`config.mk`:
```
export PLATFORM = sky130hd
export DESIGN_NAME = mem_arbiter
export DESIGN_NICKNAME = d
export VERILOG_FILES = /design/src/rtl/mem_arb_pkg.sv /design/src/rtl/mem_arbiter_adder_16bit.sv /design/src/rtl/mem_arbiter_fill_word_counter.sv /design/src/rtl/mem_arbiter.sv
export SDC_FILE = /design/constraint.sdc
export NUM_CORES = 1
export LEC_CHECK = 0
export BUFFER_PORTS_ARGS = -buffer_cell sky130_fd_sc_hd__buf_2
export CORE_ASPECT_RATIO = 1.5
export CORE_MARGIN = 2
export CORE_UTILIZATION = 38
export DETAILED_ROUTE_END_ITERATION = 10
export GPL_TIMING_DRIVEN = 0
export PLACE_DENSITY = 0.81
export SLEW_MARGIN = 20
export SYNTH_ARGS = -nofsm -noshare
export SYNTH_HDL_FRONTEND = slang
export SYNTH_SLANG_ARGS = --single-unit
export TNS_END_PERCENT = 20
```
`constraint.sdc`:
```
create_clock -name clk -period 2.15 [get_ports clk]
set_input_delay 0.1075 -clock clk [delete_from_list [all_inputs] [get_ports clk]]
set_output_delay 0.1075 -clock clk [all_outputs]
set_load 0.02 [all_outputs]
```
`src/rtl/mem_arb_pkg.sv`:
```
// Shared types and sizing for the memory arbiter between the I-cache, D-cache fills and D-cache stores.
package mem_arb_pkg;

  localparam int unsigned ADDR_W     = 16;
  localparam int unsigned DATA_W     = 16;
  localparam int unsigned WORDS      = 8;
  localparam int unsigned WORD_IDX_W = $clog2(WORDS);
  localparam int unsigned BLK_OFF_W  = $clog2(2 * WORDS);

  typedef enum logic [1:0] {IDLE, WRITE, ISSUE, DRAIN} arb_state_t;
  typedef enum logic {REQ_IC, REQ_DC} requester_t;

  // Aligns any byte address down to the start of its block.
  function automatic logic [ADDR_W-1:0] block_base(input logic [ADDR_W-1:0] addr);
    return {addr[ADDR_W-1:BLK_OFF_W], BLK_OFF_W'(0)};
  endfunction

endpackage

```
`src/rtl/mem_arbiter_adder_16bit.sv`:
```
// Plain 16-bit modulo adder used to form per-word fill addresses.
module adder_16bit (
  input  logic [15:0] a,
  input  logic [15:0] b,
  output logic [15:0] sum
);

  assign sum = a + b;

endmodule

```
`src/rtl/mem_arbiter_fill_word_counter.sv`:
```
// Word counter for block fills: synchronous clear, count enable and terminal-count flag.
module fill_word_counter
  import mem_arb_pkg::*;
#(
  parameter int unsigned WIDTH = WORD_IDX_W,
  parameter int unsigned LAST  = WORDS - 1
) (
  input  logic             clk,
  input  logic             clr,
  input  logic             en,
  output logic [WIDTH-1:0] count,
  output logic             tc
);

  always_ff @(posedge clk) begin
    if (clr) begin
      count <= '0;
    end else if (en) begin
      count <= count + WIDTH'(1);
    end
  end

  assign tc = (count == WIDTH'(LAST));

endmodule

```
`src/rtl/mem_arbiter.sv`:
```
// Arbitrates the single memory port between I-cache fills, D-cache fills and D-cache stores,
// issuing burst reads for a fill and steering the returning words to the owning cache.
module mem_arbiter
  import mem_arb_pkg::*;
(
  input  logic                  clk,
  input  logic                  rst,
  input  logic                  ic_req,
  input  logic [ADDR_W-1:0]     ic_addr,
  input  logic                  dc_req,
  input  logic [ADDR_W-1:0]     dc_addr,
  input  logic                  dc_wr_req,
  input  logic [ADDR_W-1:0]     dc_wr_addr,
  input  logic [DATA_W-1:0]     dc_wr_data,
  output logic                  ic_grant,
  output logic                  dc_grant,
  output logic                  ic_data_valid,
  output logic                  dc_data_valid,
  output logic [WORD_IDX_W-1:0] fill_word_idx,
  output logic [DATA_W-1:0]     fill_data,
  output logic                  ic_done,
  output logic                  dc_done,
  output logic                  dc_wr_ack,
  output logic                  mem_enable,
  output logic                  mem_wr,
  output logic [ADDR_W-1:0]     mem_addr,
  output logic [DATA_W-1:0]     mem_wdata,
  input  logic [DATA_W-1:0]     mem_rdata,
  input  logic                  mem_data_valid
);

  arb_state_t              state, state_next;
  requester_t              owner, owner_next;
  requester_t              last_fill, last_fill_next;
  logic                    last_was_wr, last_was_wr_next;
  logic [ADDR_W-1:0]       base, base_next;
  logic [ADDR_W-1:0]       issue_addr;
  logic [WORD_IDX_W-1:0]   issue_cnt, recv_cnt;
  logic                    issue_tc, recv_tc;
  logic                    filling, receiving, fill_last;

  assign filling   = (state == ISSUE) || (state == DRAIN);
  assign receiving = filling && mem_data_valid;
  assign fill_last = receiving && recv_tc;
  assign fill_data = mem_rdata;

  fill_word_counter u_issue_cnt (
    .clk   (clk),
    .clr   (rst || ((state == ISSUE) && issue_tc)),
    .en    (state == ISSUE),
    .count (issue_cnt),
    .tc    (issue_tc)
  );

  fill_word_counter u_recv_cnt (
    .clk   (clk),
    .clr   (rst || fill_last),
    .en    (receiving),
    .count (recv_cnt),
    .tc    (recv_tc)
  );

  adder_16bit u_addr_add (
    .a   (base),
    .b   (ADDR_W'({issue_cnt, 1'b0})),
    .sum (issue_addr)
  );

  always_ff @(posedge clk) begin
    if (rst) begin
      state       <= IDLE;
      owner       <= REQ_IC;
      last_fill   <= REQ_DC;
      last_was_wr <= 1'b0;
      base        <= '0;
    end else begin
      state       <= state_next;
      owner       <= owner_next;
      last_fill   <= last_fill_next;
      last_was_wr <= last_was_wr_next;
      base        <= base_next;
    end
  end

  // A store yields to pending fills once in a row so neither side can starve the other.
  always_comb begin
    state_next       = state;
    owner_next       = owner;
    last_fill_next   = last_fill;
    last_was_wr_next = last_was_wr;
    base_next        = base;
    case (state)
      IDLE: begin
        if (dc_wr_req && !(last_was_wr && (ic_req || dc_req))) begin
          state_next       = WRITE;
          last_was_wr_next = 1'b1;
        end else if (ic_req || dc_req) begin
          state_next       = ISSUE;
          last_was_wr_next = 1'b0;
          if (ic_req && (!dc_req || (last_fill == REQ_DC))) begin
            owner_next = REQ_IC;
            base_next  = block_base(ic_addr);
          end else begin
            owner_next = REQ_DC;
            base_next  = block_base(dc_addr);
          end
        end
      end
      WRITE:   state_next = IDLE;
      ISSUE:   if (issue_tc) state_next = DRAIN;
      default: ;
    endcase
    if (fill_last) begin
      state_next     = IDLE;
      last_fill_next = owner;
    end
  end

  always_comb begin
    ic_grant      = 1'b0;
    dc_grant      = 1'b0;
    ic_data_valid = 1'b0;
    dc_data_valid = 1'b0;
    fill_word_idx = '0;
    ic_done       = 1'b0;
    dc_done       = 1'b0;
    dc_wr_ack     = 1'b0;
    mem_enable    = 1'b0;
    mem_wr        = 1'b0;
    mem_addr      = '0;
    mem_wdata     = '0;
    case (state)
      WRITE: begin
        mem_enable = 1'b1;
        mem_wr     = 1'b1;
        mem_addr   = dc_wr_addr;
        mem_wdata  = dc_wr_data;
        dc_wr_ack  = 1'b1;
      end
      ISSUE: begin
        mem_enable = 1'b1;
        mem_addr   = issue_addr;
      end
      default: ;
    endcase
    if (filling) begin
      ic_grant = (owner == REQ_IC);
      dc_grant = (owner == REQ_DC);
    end
    if (receiving) begin
      fill_word_idx = recv_cnt;
      ic_data_valid = (owner == REQ_IC);
      dc_data_valid = (owner == REQ_DC);
      ic_done       = recv_tc && (owner == REQ_IC);
      dc_done       = recv_tc && (owner == REQ_DC);
    end
  end

endmodule
```
==> run summary, run 1 <==
critical path launch point type -> flip-flop
fmax -> 504 MHz
die width -> 57.7 um
CTS clk-pin slew, worst paths -> 80 ps
GRT Total Usage -> 15.9%
ys flop type -> dfxtp_1
worst reg-to-reg path cell count -> 8
pin count of the biggest net entering global routing -> 14
routed via count -> 1707
asr flop ratio synth -> 0%
yosys warns -> 0
Mapped Area -> 1640 um^2
die area -> 4880 um^2
synth-to-layout area growth -> 43.0%
FF+latch area -> 460 um^2
crit path time final -> 1980 ps
number of max-cap violations -> 0
CP Class -> flip-flop to primary output
compound-gate portion of the synthesized area -> 21.0%
sequential share of the synthesized area -> 28.0%
non-filler cells, final -> 357
Detail Route Antenna Nets -> 0
vias in the first global route -> 1610
final setup violation count -> 0
Synth area leader -> dfxtp_1
drt drc -> 0
Max IR drop VDD -> 552 uV
post-DR wirelength/cell -> 11.8 um
PortBufs -> 120
antenna violations before repair -> 0
Post-Synth XOR/XNOR Area -> 0.533%
Setup TNS -> 0 ps
Crit. End Element -> primary output
detailed-route wire length -> 4200 um
RSZ-0062 raised after global routing -> no
worst relative slew slack -> 66.0%
drt via density -> 4.78
die height -> 84.5 um
multi-input combinational cell area -> 963 um^2
largest family of logic cells by synthesized area -> simple AND/OR/NAND/NOR gates
Place WS -> 198 ps
Syn Inst Count -> 189
DR iter-0 viols -> 22
clock sink count -> 23
largest stage delay on the critical path -> 390 ps
Initial Util -> 39.0%
CORE AREA -> 4210 um^2
# placed instances -> 355
Antenna diodes -> 0
I/O pin count -> 146
Buf/Inv on CP -> 3
fillers -> 410
Distinct cells, synth -> 33
Max Buffers Root-to-Sink -> 2
H-tree Lvls -> 1
status -> finished, final reports clean
Worst Hold Class -> input port to flip-flop
Final Hold Violating Endpoints -> 0
top cells by area, synth -> dfxtp_1 (28%), mux2i_1 (9.1%), and2_1 (8.8%)
number of placement rows -> 29
CTS tree -> built
setup ws final -> 167 ps
Pwr Density -> 905 nW/um^2
most common cell in the netlist -> nor2_1
syn nets -> 283
most frequent cells after synthesis -> nor2_1 (25), and2_1 (23), dfxtp_1 (23)
Required @ worst endpoint -> 2040 ps
worst-path cell chain -> inv_1 > ha_1 > and2_2 > clkbuf_4 > a22o_1 > buf_2
post-synthesis mux area share -> 9.14%
worst skew pair latency -> 260 ps
drt pass-1 iters -> 4
CP arrival -> 1880 ps
Power, Total -> 2.13 mW
Layout Nets -> 406
Final period util -> 92.2%
Setup Skew -> 2.70 ps
gp weighted congestion -> 0.708
critical path's top delay family -> buffers and inverters
Tightest Pin Transition -> 505 ps
clock root buffer -> clkbuf_8
Critical-path top delay cell -> dfxtp_1
share of cells above drive strength 1 -> 52.7%
synthesized flop and latch total -> 23
share of the synthesized area in the top cell type -> 28.0%
Cells on Worst Hold Path -> 3
EDFF count, synth -> 0
Num CTS Buffers -> 3
Syn Area/Cell -> 8.69 um^2
P_leak -> 1.31 nW
post-DP HPWL -> 3520 um
Overflow after GRT -> 0
Worst path depth -> 6
first-pass GRT wire length -> 6410 um
Crit Path Max Fanout -> 11
Post-Synth Simple-Gate Area -> 21.6%
Slew Viols, Final -> 0
adder-cell share of the synthesized area -> 6.09%
-- routing by layer --
metal	wire length, um	vias to the layer above	global-route usage [%]	share of wire [%]
li1	-	880	-	-
met1	1590	761	16.8	38
met2	2270	64	31.7	54
met3	331	2	2.16	7.9
met4	17	0	3.17	0.40
met5	0	-	0	0
-- what timing repair did --
item,in CTS,in global routing
endpoints found under the hold margin,0,0
hold buffers,0,0
endpoints found under the setup margin,10,10
setup buffers,0,0
pin swaps,0,0
resized for setup,1,4
-- cell families after synthesis --
group	count (synthesis)
flip-flops	23
multiplexers	15
XOR/XNOR	1
AND/OR/NAND/NOR	67
buffers and inverters	35
AO/OA/AOI/OAI	40
adder cells (fa/ha/maj)	8
-- where the power goes --
part / switching, mW / internal, mW / leakage [nW]
registers: 0.0853 / 0.541 / 0.189
logic: 0.714 / 0.525 / 1.10
clock network: 0.132 / 0.129 / 0.0255
total: 0.932 / 1.19 / 1.31
-- worst paths after layout --
check / start / endpoint / slack [ps]
max: state[1] / mem_addr[9] / 170
max reg2reg: state[0] / last_fill / 430
min: dc_wr_req / last_was_wr / 170
min reg2reg: u_recv_cnt.count[2] / u_recv_cnt.count[2] / 490
-- final cells by class --
type / count / area share [%]
Multi-Input combinational cell: 131 / 41.0
Timing Repair Buffer: 120 / 25.6
Sequential cell: 23 / 19.6
Buffer: 27 / 8.47
Tap cell: 46 / 2.45
Clock buffer: 3 / 1.76
Inverter: 6 / 0.958
Clock inverter: 1 / 0.213
-- worst reg2reg max path: cells and delay by family, from the launching register on --
family	cells	cell delay [ps]
buffers and inverters	3	410
flip-flops	1	390
AND/OR/NAND/NOR	3	370
AO/OA/AOI/OAI	1	270
adder cells (fa/ha/maj)	1	190
-- cells in the final DEF (no fill, tap or decap), types with 2 or more instances in the layout --
cell / Yosys / final
a22o_1: 15 / 15
nor2b_1: 3 / 3
dfxtp_1: 23 / 23
and2_2: 0 / 2
clkbuf_8: 0 / 3
ha_1: 8 / 7
and2_1: 23 / 21
nor2_1: 25 / 25
nand2_1: 8 / 8
clkbuf_1: 4 / 2
buf_4: 18 / 19
buf_2: 5 / 123
a211oi_1: 6 / 6
inv_1: 5 / 5
nor3_1: 3 / 3
a21oi_1: 5 / 5
mux2i_1: 15 / 15
a211oi_2: 6 / 6
-- per-stage QoR --
| step | cell area [um^2] | hold slack, ps | util [%] |
|---|---|---|---|
| CTS | 2340 | 168 | 55.6 |
| global route | 2350 | 189 | 55.8 |
| floorplan | 1640 | 295 | - |
| global placement | 2300 | 419 | 54.7 |
| detailed placement | 2300 | 433 | 54.7 |
| finish | 2350 | 167 | 55.8 |
-- flip-flops by register name, indices dropped and copies added, names as in the netlist --
name,cells
base,12
last_was_wr,1
u_recv_cnt.count,3
last_fill,1
u_issue_cnt.count,3
owner,1
state,2
(Power assumes the default switching activity.)
==> run 2: changes to the inputs <==
- CORE_UTILIZATION: 38 -> 35
- GPL_TIMING_DRIVEN: 0 -> default
- PLACE_DENSITY: 0.81 -> 0.76
==> run summary, run 2 (same netlist as run 1, synthesis figures left out) <==
number of placement rows -> 30
pin count of the biggest net entering global routing -> 20
GRT Total Usage -> 13.9%
Final Cell Area -> 2120 um^2
post-DP HPWL -> 3090 um
drt pass-1 iters -> 3
Antenna diodes -> 0
Power, Total -> 2.02 mW
Final Hold Violating Endpoints -> 0
die width -> 59.9 um
H-tree Lvls -> 1
post-DR wirelength/cell -> 11.8 um
Slew Viols, Final -> 0
Initial Util -> 36.5%
largest stage delay on the critical path -> 380 ps
share of cells above drive strength 1 -> 46.2%
Placed Area -> 2070 um^2
drt via density -> 4.76
status -> finished, final reports clean
Crit. End Element -> primary output
die area -> 5270 um^2
Worst R2R Setup Slack -> 440 ps
Pwr Density -> 956 nW/um^2
Buf/Inv on CP -> 2
critical path launch point type -> flip-flop
max reg flops -> 12
Top reg by flops -> base
post-CTS sizing -> 0
I/O pin count -> 146
fmax -> 521 MHz
Critical-path top delay cell -> dfxtp_1
commonest non-fill, non-tap cell in the layout -> buf_2
clock sink count -> 23
P_leak -> 1.15 nW
DR iter-0 viols -> 17
number of max-cap violations -> 0
# placed instances -> 317
CORE AREA -> 4500 um^2
Worst Hold Class -> input port to flip-flop
worst relative slew slack -> 62.0%
non-filler cells, final -> 321
Layout Nets -> 368
antenna violations before repair -> 0
synth-to-layout area growth -> 28.9%
Overflow after GRT -> 0
Max Buffers Root-to-Sink -> 2
PortBufs -> 105
RSZ-0062 raised after global routing -> no
fillers -> 469
clock root buffer -> clkbuf_8
crit path time final -> 1920 ps
Max IR drop VDD -> 423 uV
worst skew pair latency -> 260 ps
biggest regs -> base (12), u_issue_cnt.count (3), u_recv_cnt.count (3)
Num CTS Buffers -> 3
CTS tree -> built
hold_buf cts -> 0
postcts setup bufs -> 0
Final period util -> 89.2%
vias in the first global route -> 1416
routed via count -> 1529
drt drc -> 0
Required @ worst endpoint -> 2040 ps
CP arrival -> 1810 ps
first-pass GRT wire length -> 5780 um
Tightest Pin Transition -> 563 ps
Setup TNS -> 0 ps
detailed-route wire length -> 3790 um
worst-path cell chain -> inv_1 > ha_1 > and2_2 > a22o_1 > buf_2
Crit Path Max Fanout -> 15
final setup violation count -> 0
gp weighted congestion -> 0.680
Detail Route Antenna Nets -> 0
CP Class -> flip-flop to primary output
CTS clk-pin slew, worst paths -> 80 ps
critical path's top delay family -> flip-flops
die height -> 87.9 um
most frequent cells in the layout -> buf_2 (105), nor2_1 (25), dfxtp_1 (23), and2_1 (21)
Setup Skew -> 3.78 ps
[run 2: final cells by class]
type	instances	area, um^2	share of cell area, %
flip-flops and latches	23	460	21.7
repair buffers	109	568	26.8
multi-input cells	131	961	45.4
inverters	6	22.5	1.06
clock buffers	4	45.0	2.13
well taps	48	60.1	2.84
[run 2: routing by layer]
layer / part of all wire, % / GRT usage [%]
met4: 1.7 / 5.45
met5: 0 / 0
met2: 52 / 26.4
met3: 5.6 / 2.22
met1: 41 / 14.5
[run 2: metrics by stage]
step | util, % | setup WS [ps] | hold slack (ps)
finish | 47.0 | 232 | 166
global route | 47.0 | 84.7 | 181
CTS | 46.9 | 13.1 | 164
detailed placement | 45.9 | 309 | 215
global placement | 45.9 | 343 | 215
floorplan | - | 365 | 295
[run 2: worst paths after layout]
kind,startpoint,depth (start not counted),end
hold / removal,dc_wr_req,3,last_was_wr
hold reg to reg,u_recv_cnt.count[2],2,u_recv_cnt.count[2]
setup reg to reg,state[0],6,state[1]
setup / recovery,state[0],5,mem_addr[12]
[run 2: worst min-delay path, delay by kind of cell]
| family | cells | cell delay (ps) |
|---|---|---|
| AND/OR/NAND/NOR | 1 | 120 |
| buffers and inverters | 1 | 90 |
| AO/OA/AOI/OAI | 1 | 50 |
[run 2: power by group]
group / total [mW] / switching, mW / internal, mW / leakage, nW
registers: 0.621 / 0.0799 / 0.541 / 0.189
clock network: 0.259 / 0.127 / 0.132 / 0.0228
logic: 1.14 / 0.665 / 0.480 / 0.938
total: 2.02 / 0.872 / 1.15 / 1.15
==> run 3: changes to the inputs <==
- ABC_AREA: default -> 1
- PLACE_DENSITY: 0.76 -> 0.74
==> run summary, run 3 <==
critical path launch point type -> flip-flop
biggest regs -> base (12), u_issue_cnt.count (3), u_recv_cnt.count (3)
Place WS -> 289 ps
Synth area leader -> dfxtp_1
synthesized flop and latch total -> 23
post-CTS sizing -> 1
postcts setup bufs -> 0
commonest non-fill, non-tap cell in the layout -> buf_2
CORE AREA -> 4850 um^2
setup ws final -> 161 ps
Antenna diodes -> 0
GRT Total Usage -> 15.7%
drt drc -> 0
Crit Path Max Fanout -> 13
CTS tree -> built
crit path time final -> 1990 ps
PortBufs -> 105
Overflow after GRT -> 0
Setup Skew -> 1.09 ps
yosys warns -> 0
Max IR drop VDD -> 405 uV
Final Cell Area -> 2270 um^2
Syn Area/Cell -> 5.94 um^2
max reg flops -> 12
CP arrival -> 1880 ps
RR Startpoint -> state[0]
WHS Endpoint -> last_was_wr
post-DR wirelength/cell -> 9.53 um
drt via density -> 4.31
vias in the first global route -> 1749
fmax -> 503 MHz
number of max-cap violations -> 0
pin count of the biggest net entering global routing -> 27
EDFF count, synth -> 0
Final period util -> 92.5%
crit path launch -> state[0]
Mapped Area -> 1760 um^2
worst relative slew slack -> 57.2%
top cells by area, synth -> dfxtp_1 (26%), nand2_1 (17%), inv_1 (12%)
worst reg-to-reg path cell count -> 7
RSZ-0062 raised after global routing -> no
syn nets -> 391
P_leak -> 1.42 nW
sequential share of the synthesized area -> 26.1%
Setup TNS -> 0 ps
Max Buffers Root-to-Sink -> 2
first-pass GRT wire length -> 7070 um
die height -> 91.0 um
clock sink count -> 23
most frequent cells in the layout -> buf_2 (105), nand2_1 (77), inv_1 (57), nor2_1 (40), o21ai_0 (26)
Num CTS Buffers -> 3
CTS clk-pin slew, worst paths -> 80 ps
antenna violations before repair -> 0
synth-to-layout area growth -> 28.7%
Layout Nets -> 477
hold_buf cts -> 0
worst-path cell chain -> inv_1 > ha_1 > nand2_2 > o21ai_0 > buf_2
Critical-path top delay cell -> ha_1
Distinct cells, synth -> 22
worst skew pair latency -> 260 ps
die width -> 62.0 um
most frequent cells after synthesis -> nand2_1 (78), inv_1 (57), nor2_1 (40)
I/O pin count -> 146
Required @ worst endpoint -> 2040 ps
Slew Viols, Final -> 0
largest stage delay on the critical path -> 490 ps
Detail Route Antenna Nets -> 0
Final Hold Violating Endpoints -> 0
CP Class -> flip-flop to primary output
Initial Util -> 36.4%
Worst R2R Setup Slack -> 440 ps
clock root buffer -> clkbuf_8
DR iter-0 viols -> 40
most common cell in the netlist -> nand2_1
Top reg by flops -> base
final setup violation count -> 0
share of the synthesized area in the top cell type -> 26.1%
H-tree Lvls -> 1
number of placement rows -> 31
Tightest Pin Transition -> 640 ps
routed via count -> 1929
Syn Inst Count -> 297
Cells on Worst Hold Path -> 2
share of cells above drive strength 1 -> 31.9%
FF-to-FF End -> state[0]
detailed-route wire length -> 4270 um
Pwr Density -> 976 nW/um^2
Placed Area -> 2220 um^2
Worst Hold Class -> input port to flip-flop
drt pass-1 iters -> 4
asr flop ratio synth -> 0%
gp weighted congestion -> 0.752
Min-Delay Startpoint -> rst
die area -> 5640 um^2
Crit. End Element -> primary output
post-DP HPWL -> 3440 um
status -> finished, final reports clean
ys flop type -> dfxtp_1
## run 3: layer usage
layer | part of all wire (%) | track usage [%] | vias up | routed length (um)
met2 | 53 | 28.9 | 60 | 2260
li1 | - | - | 1039 | -
met3 | 5.8 | 1.57 | 2 | 246
met4 | 0.87 | 4.61 | 0 | 37
met1 | 40 | 17.9 | 828 | 1730
met5 | 0 | 0 | - | 0
## run 3: kinds of logic (layout without fill, tap and decap cells)
group / Yosys count / in the layout / share of synthesized area, %
compound gates: 40 / 40 / 13.1
fa+ha+maj: 8 / 8 / 5.67
buf+inv: 87 / 172 / 23.0
flops: 23 / 23 / 26.1
simple gates: 139 / 139 / 32.1
## run 3: how the worst max path moves through the flow
| stage | end | slack (ps) | cells after the start |
|---|---|---|---|
| 2_1_floorplan | mem_addr[10] | 360 | 5 |
| 6_report | mem_addr[12] | 160 | 5 |
| 5_1_grt | mem_addr[4] | 20 | 5 |
| 4_1_cts | mem_addr[12] | 140 | 5 |
| 3_3_place_gp | mem_addr[13] | 360 | 5 |
| 3_5_place_dp | mem_addr[12] | 290 | 5 |
## run 3: where the power goes
group | internal [mW] | switching (mW)
registers | 0.535 | 0.0549
logic | 0.457 | 0.902
clock network | 0.129 | 0.138
total | 1.12 | 1.09
## run 3: area by class of cell
class                      instances  area (um^2)
fill                             520         2580
multi-input combinational        187          901
timing repair buffer             109          556
sequential                        23          460
inverter                          59          224
tap                               66         82.6
clock buffer                       3         41.3
clock inverter                     1         5.00
## run 3: critical path: cells and delay by family, from the launching register on
kind / cells / cell delay [ps]
fa+ha+maj: 1 / 490
simple gates: 1 / 250
compound gates: 1 / 230
flops: 1 / 390
buf+inv: 2 / 270
## run 3: through the flow
step                      hold WS, ps  instances  total power [mW]  utilization (%)
after floorplan                   185        297              1.62                -
after CTS                        37.4        448              2.25             46.8
final                            53.6        448              2.22             46.8
after global routing             56.9        448              2.44             46.8
after detailed placement          215        444              1.97             45.8
after global placement            215        444              1.95             45.8
